**config.mk**
```make
export PLATFORM = sky130hd
export DESIGN_NAME = multi_channel_counter
export DESIGN_NICKNAME = d
export VERILOG_FILES = /design/src/rtl/multi_channel_counter.sv
export SDC_FILE = /design/constraint.sdc
export NUM_CORES = 1
export LEC_CHECK = 0
export CAP_MARGIN = 20
export CORE_MARGIN = 1.5
export CORE_UTILIZATION = 49
export DETAILED_ROUTE_END_ITERATION = 10
export MAX_ROUTING_LAYER = met4
export PLACE_DENSITY = 0.83
export SYNTH_ARGS = -nofsm -noshare
export SYNTH_HDL_FRONTEND = slang
export SYNTH_SLANG_ARGS = --single-unit
export TNS_END_PERCENT = 20
```
**constraint.sdc**
```tcl
create_clock -name clk -period 3 [get_ports clk]
set_input_delay 0.6 -clock clk [delete_from_list [all_inputs] [get_ports clk]]
set_output_delay 0.6 -clock clk [all_outputs]
set_load 0.005 [all_outputs]
```
**src/rtl/multi_channel_counter.sv**
```systemverilog
// multi_channel_counter: NUM_CH independent up/down counters. Each channel
// has a programmable limit, wrap or saturate behaviour, synchronous clear and
// load, and a registered terminal-count pulse. All state updates on the falling
// clock edge so it lines up with the core's existing counters.
//
// Each channel's priority is clr > load > en; an idle channel holds its count.
// Outputs are all registered, so no input reaches out, tc or any_tc within the
// same cycle.
module multi_channel_counter #(
  parameter int NUM_CH     = 4,
  parameter int DATA_WIDTH = 8,
  parameter int SATURATE   = 0,
  parameter int RESET_ONES = 1
) (
  input  logic                         clk,
  input  logic                         rst,
  input  logic [NUM_CH-1:0]            en,
  input  logic [NUM_CH-1:0]            dir,
  input  logic [NUM_CH-1:0]            clr,
  input  logic [NUM_CH-1:0]            load,
  input  logic [NUM_CH*DATA_WIDTH-1:0] load_val,
  input  logic [NUM_CH*DATA_WIDTH-1:0] limit,
  output logic [NUM_CH*DATA_WIDTH-1:0] out,
  output logic [NUM_CH-1:0]            tc,
  output logic                         any_tc
);

  localparam logic [DATA_WIDTH-1:0] CNT_ONE = {{(DATA_WIDTH-1){1'b0}}, 1'b1};
  localparam logic [DATA_WIDTH-1:0] CH_RST  = (RESET_ONES != 0) ? {DATA_WIDTH{1'b1}}
                                                                : {DATA_WIDTH{1'b0}};
  localparam logic [NUM_CH*DATA_WIDTH-1:0] OUT_RST = {NUM_CH{CH_RST}};

  // One channel's next state. The result packs {terminal, next_count}.
  function automatic logic [DATA_WIDTH:0] step_fn(
    input logic                  c_clr,
    input logic                  c_load,
    input logic                  c_en,
    input logic                  c_up,
    input logic [DATA_WIDTH-1:0] cur,
    input logic [DATA_WIDTH-1:0] lv,
    input logic [DATA_WIDTH-1:0] lim
  );
    logic [DATA_WIDTH:0] r;
    r                   = '0;
    r[DATA_WIDTH-1:0]   = cur;
    if (c_clr) begin
      r[DATA_WIDTH-1:0] = '0;
    end else if (c_load) begin
      // The load value is taken as given and is not clipped to the limit.
      r[DATA_WIDTH-1:0] = lv;
    end else if (c_en && c_up) begin
      if (cur == lim) begin
        r[DATA_WIDTH]     = 1'b1;
        r[DATA_WIDTH-1:0] = (SATURATE != 0) ? cur : '0;
      end else begin
        // An out-of-range count walks past limit and wraps at 2^DATA_WIDTH.
        r[DATA_WIDTH-1:0] = cur + CNT_ONE;
      end
    end else if (c_en) begin
      if (cur == '0) begin
        r[DATA_WIDTH]     = 1'b1;
        r[DATA_WIDTH-1:0] = (SATURATE != 0) ? cur : lim;
      end else begin
        r[DATA_WIDTH-1:0] = cur - CNT_ONE;
      end
    end
    return r;
  endfunction

  logic [NUM_CH*DATA_WIDTH-1:0] out_d;
  logic [NUM_CH-1:0]            tc_d;

  // Next-state computation for each channel; channels never share a term.
  for (genvar i = 0; i < NUM_CH; i++) begin : g_ch
    logic [DATA_WIDTH:0] nxt;
    assign nxt = step_fn(clr[i], load[i], en[i], dir[i],
                         out[i*DATA_WIDTH +: DATA_WIDTH],
                         load_val[i*DATA_WIDTH +: DATA_WIDTH],
                         limit[i*DATA_WIDTH +: DATA_WIDTH]);
    assign out_d[i*DATA_WIDTH +: DATA_WIDTH] = nxt[DATA_WIDTH-1:0];
    assign tc_d[i]                           = nxt[DATA_WIDTH];
  end

  // Register counts, tc pulses and their OR on the falling edge; async reset.
  always_ff @(negedge clk or negedge rst) begin
    if (!rst) begin
      out    <= OUT_RST;
      tc     <= '0;
      any_tc <= 1'b0;
    end else begin
      out    <= out_d;
      tc     <= tc_d;
      any_tc <= |tc_d;
    end
  end

endmodule

```
### Word-level counts from Yosys, hierarchy flattened

Index checks and enable logic that the tools add are counted.

| word-level totals | value |
|---|---|
| register bits after elaboration | 37 |
| output and inout bits | 37 |
| input port bits | 82 |
| logic and storage cells | 71 |

| operators by class | value |
|---|---|
| eq/ne operators | 4 |
| muxes and demuxes | 40 |
| add/subtract/negate cells | 8 |
| reductions and logical operators | 13 |

Operators with widths:

| cell | count |
|---|---|
| 8-bit 2-to-1 mux | 16 |
| 9-bit 2-to-1 mux | 8 |
| 8-bit by 1-bit adder with 8-bit output, second input constant | 4 |
| 8-bit equality test | 4 |
| 8-bit logical NOT | 4 |
| 8-bit by 1-bit subtractor with 8-bit output, second input constant | 4 |
| 1-bit 2-to-1 mux | 16 |
| 4-bit nonzero test | 4 |
| 1-bit logical AND | 4 |
| 4-bit OR reduction | 1 |

### Longest topological paths before layout

| depth | value |
|---|---|
| word-level depth | 7 |
| gate-level depth with buffers | 9 |
| mapped depth without buffers | 7 |

==> impl_metrics.env <==
export IMPL_h_tree_depth=2
export IMPL_drive_gt1_frac=0.399
export IMPL_finalWeightedCongestion=0.942
export IMPL_r2r_cells=8
export IMPL_synth_mux_area_frac=0.0291
export IMPL_synth_top_family_by_area="compound AO/OA/AOI/OAI gates"
export IMPL_crit_arrival_ns=2.02
export IMPL_grt_use_total=0.346
export IMPL_synth_commonest_cells="nor2_1 (49), a21oi_1 (35), xor2_1 (34)"
export IMPL_worst_pin_slew_ns=0.536
export IMPL_grt_overflow=0
export IMPL_drt_vias_per_instance=6.14
export IMPL_die_area_mm2=0.00871
export IMPL_initial_utilization=0.512
export IMPL_ys_flop_type="dfstp_2"
export IMPL_startpoint_type="input pin"
export IMPL_cp_end_kind="register"
export IMPL_cts_tree="yes"
export IMPL_maxCapViolations=0
export IMPL_cts_clk_slew_worst_paths_ns=0.04
export IMPL_clockBufferDepth=2
export IMPL_holdWs_ns=0.668
export IMPL_synth_distinct_cells=76
export IMPL_multi_input_area_mm2=0.00334
export IMPL_drc=0
export IMPL_hold_path_end="out[23]"
export IMPL_fin_ws_ns=-0.237
export IMPL_post_route_util=0.844
export IMPL_synthArstFlopShare=1.00
export IMPL_synth_cells=512
export IMPL_synth_xor_xnor_area_share=0.127
export IMPL_hold_path_class="reg -> reg"
export IMPL_ys_seq_area_frac=0.242
export IMPL_fin_area_mm2=0.00659
export IMPL_cp_required_ns=1.78
export IMPL_yosys_area_top_type="dfstp_2"
export IMPL_syn2layout_area_growth_pct=64.8
export IMPL_dr_pass1_iters=6
export IMPL_wire_per_inst_um=18.9
export IMPL_synthDominantCellAreaShare=0.210
export IMPL_layout_nets=818
export IMPL_dp_cells=787
export IMPL_hpwl_um=10700
export IMPL_synthSimpleGateAreaFrac=0.227
export IMPL_violations="setup timing"
export IMPL_yosysMostFrequentCell="nor2_1"
export IMPL_status="finished, violations left"
export IMPL_crit_path_max_fanout=7
export IMPL_rsz0062_at_grt="yes"
export IMPL_grt_antenna_before_repair=0
export IMPL_ys_warn_count=0
export IMPL_grt_pass1_wl_um=23400
export IMPL_r2r_end="any_tc"
export IMPL_dieHeight_um=93.3
export IMPL_yosys_area_share_adder=0.0344
export IMPL_clock_skew_ns=0.0812
export IMPL_io_pins=119
export IMPL_portBuffers=118
export IMPL_placed_area_mm2=0.00590
export IMPL_rrSetupSlack_ns=0.43
export IMPL_r2r_start="out[24]"
export IMPL_synth_seq_cells=37
export IMPL_min_path_cells=3
export IMPL_drt_total_wl_um=15600
export IMPL_numCtsBuffers=5
export IMPL_p_per_area_mw_per_mm2=351
export IMPL_synth_area_mm2=0.00400
export IMPL_ir_drop_v=0.000243
export IMPL_root_buffer="clkbuf_8"
export IMPL_coreArea_mm2=0.00781
export IMPL_fin_tns_setup_ns=-5.08
export IMPL_setup_viol=57
export IMPL_final_cells=828
export IMPL_fillerInstances=446
export IMPL_grt_pass1_vias=4943
export IMPL_synth_area_top_cells="dfstp_2 (21%), xor2_1 (7.4%), xnor2_1 (5.3%), nor2_1 (4.6%), a21oi_1 (4.4%)"
export IMPL_slew_violations=0
export IMPL_antenna_cells=0
export IMPL_finalHoldViolations=0
export IMPL_die_x_um=93.3
export IMPL_hp_start="out[23]"
export IMPL_p_leak_nw=2.92
export IMPL_grt_max_degree=29
export IMPL_rows=32
export IMPL_num_vias=5088
export IMPL_postRouteAntennaNets=0
export IMPL_synth_avg_cell_area_um2=7.81
export IMPL_cts_sinks=37
export IMPL_clock_latency_ns=0.38
export IMPL_synth_edff_count=0
export IMPL_drt_initial_drc_count=291
export IMPL_maxSlewHeadroom=0.639
export IMPL_regArea_um2=966
export IMPL_synth_compound_area_share=0.268
export IMPL_path_class="in -> reg"
export IMPL_synthesis_nets=605
## how the worst max path moves through the flow
| stage | slack [ns] | startpoint | end | cells after the start |
|---|---|---|---|---|
| 2_1_floorplan | -0.31 | limit[18] | out[17] | 5 |
| 3_3_place_gp | -0.83 | limit[29] | out[24] | 6 |
| 3_5_place_dp | -0.91 | limit[2] | any_tc | 6 |
| 4_1_cts | -0.27 | limit[4] | any_tc | 7 |
| 5_1_grt | -0.29 | clr[2] | out[19] | 7 |
| 6_report | -0.24 | limit[3] | out[6] | 6 |
## per-stage QoR
step	power [W]	setup slack, ns
CTS	0.00219	-0.274
finish	0.00231	-0.237
global placement	0.00157	-0.833
global route	0.00243	-0.289
floorplan	0.00117	-0.315
detailed placement	0.00159	-0.911
## placed cells by master, fill, tap and decap left out, drive strengths merged, types with 5 or more instances in the layout
cell,instances
a21oi,35
nor4,13
o221ai,5
a31oi,5
ha,11
a211oi,14
nand2b,6
dlygate4sd2,7
clkdlybuf4s50,35
mux2i,6
inv,58
nor3,16
nand3,19
nand2,24
xnor2,24
o21ai,21
clkbuf,22
mux2,5
and3,6
nor2,50
a221oi,8
nor2b,7
xor2,34
buf,152
or4,7
o31ai,6
o21a,7
dfstp,32
dfrtn,5
## power by group
| group | total [W] | internal (W) | switching, W |
|---|---|---|---|
| Sequential | 0.000594 | 0.000567 | 0.0000270 |
| Clock | 0.000649 | 0.000296 | 0.000353 |
| Combinational | 0.00107 | 0.000503 | 0.000565 |
## logic make-up (layout without fill, tap and decap cells)
family	after synthesis	in the layout
and+or+nand+nor	174	174
AOI/OAI and AO/OA	151	151
buffers and inverters	70	284
xor gates and xnor gates	58	58
DFF	37	37
adders and majority gates	11	11
muxes	11	11
## state kept, by name (all words and copies together) (netlist names)
signal and cells:
any_tc 1, out 32, tc 4
## worst max-delay path: stages
cell     delay, ns
buf_4         0.12
xor2_2        0.18
nor4_4        0.42
a21oi_4       0.17
a211o_1       0.32
a22o_1        0.19
## layer usage
| layer | part of all wire | GRT usage |
|---|---|---|
| met1 | 0.38 | 0.418 |
| met3 | 0.088 | 0.0480 |
| met5 | 0 | - |
| met4 | 0.041 | 0.158 |
| met2 | 0.49 | 0.572 |
## repair_timing
| action | 4_1_cts | 5_1_grt |
|---|---|---|
| gates resized for setup | 300 | 105 |
| pin swaps | 52 | 40 |
| endpoints found under the setup margin | 74 | 67 |
| cloned | 0 | 0 |
| setup buffers | 4 | 1 |
| hold buffers | 0 | 0 |
## cell type report
| class | count | share of cell area |
|---|---|---|
| multi-input combinational | 405 | 0.508 |
| timing repair buffer | 216 | 0.274 |
| sequential | 37 | 0.147 |
| clock inverter | 33 | 0.0196 |
| tap | 102 | 0.0194 |
| clock buffer | 7 | 0.0163 |
| inverter | 28 | 0.0163 |
Power figures use the tool's default switching activity.
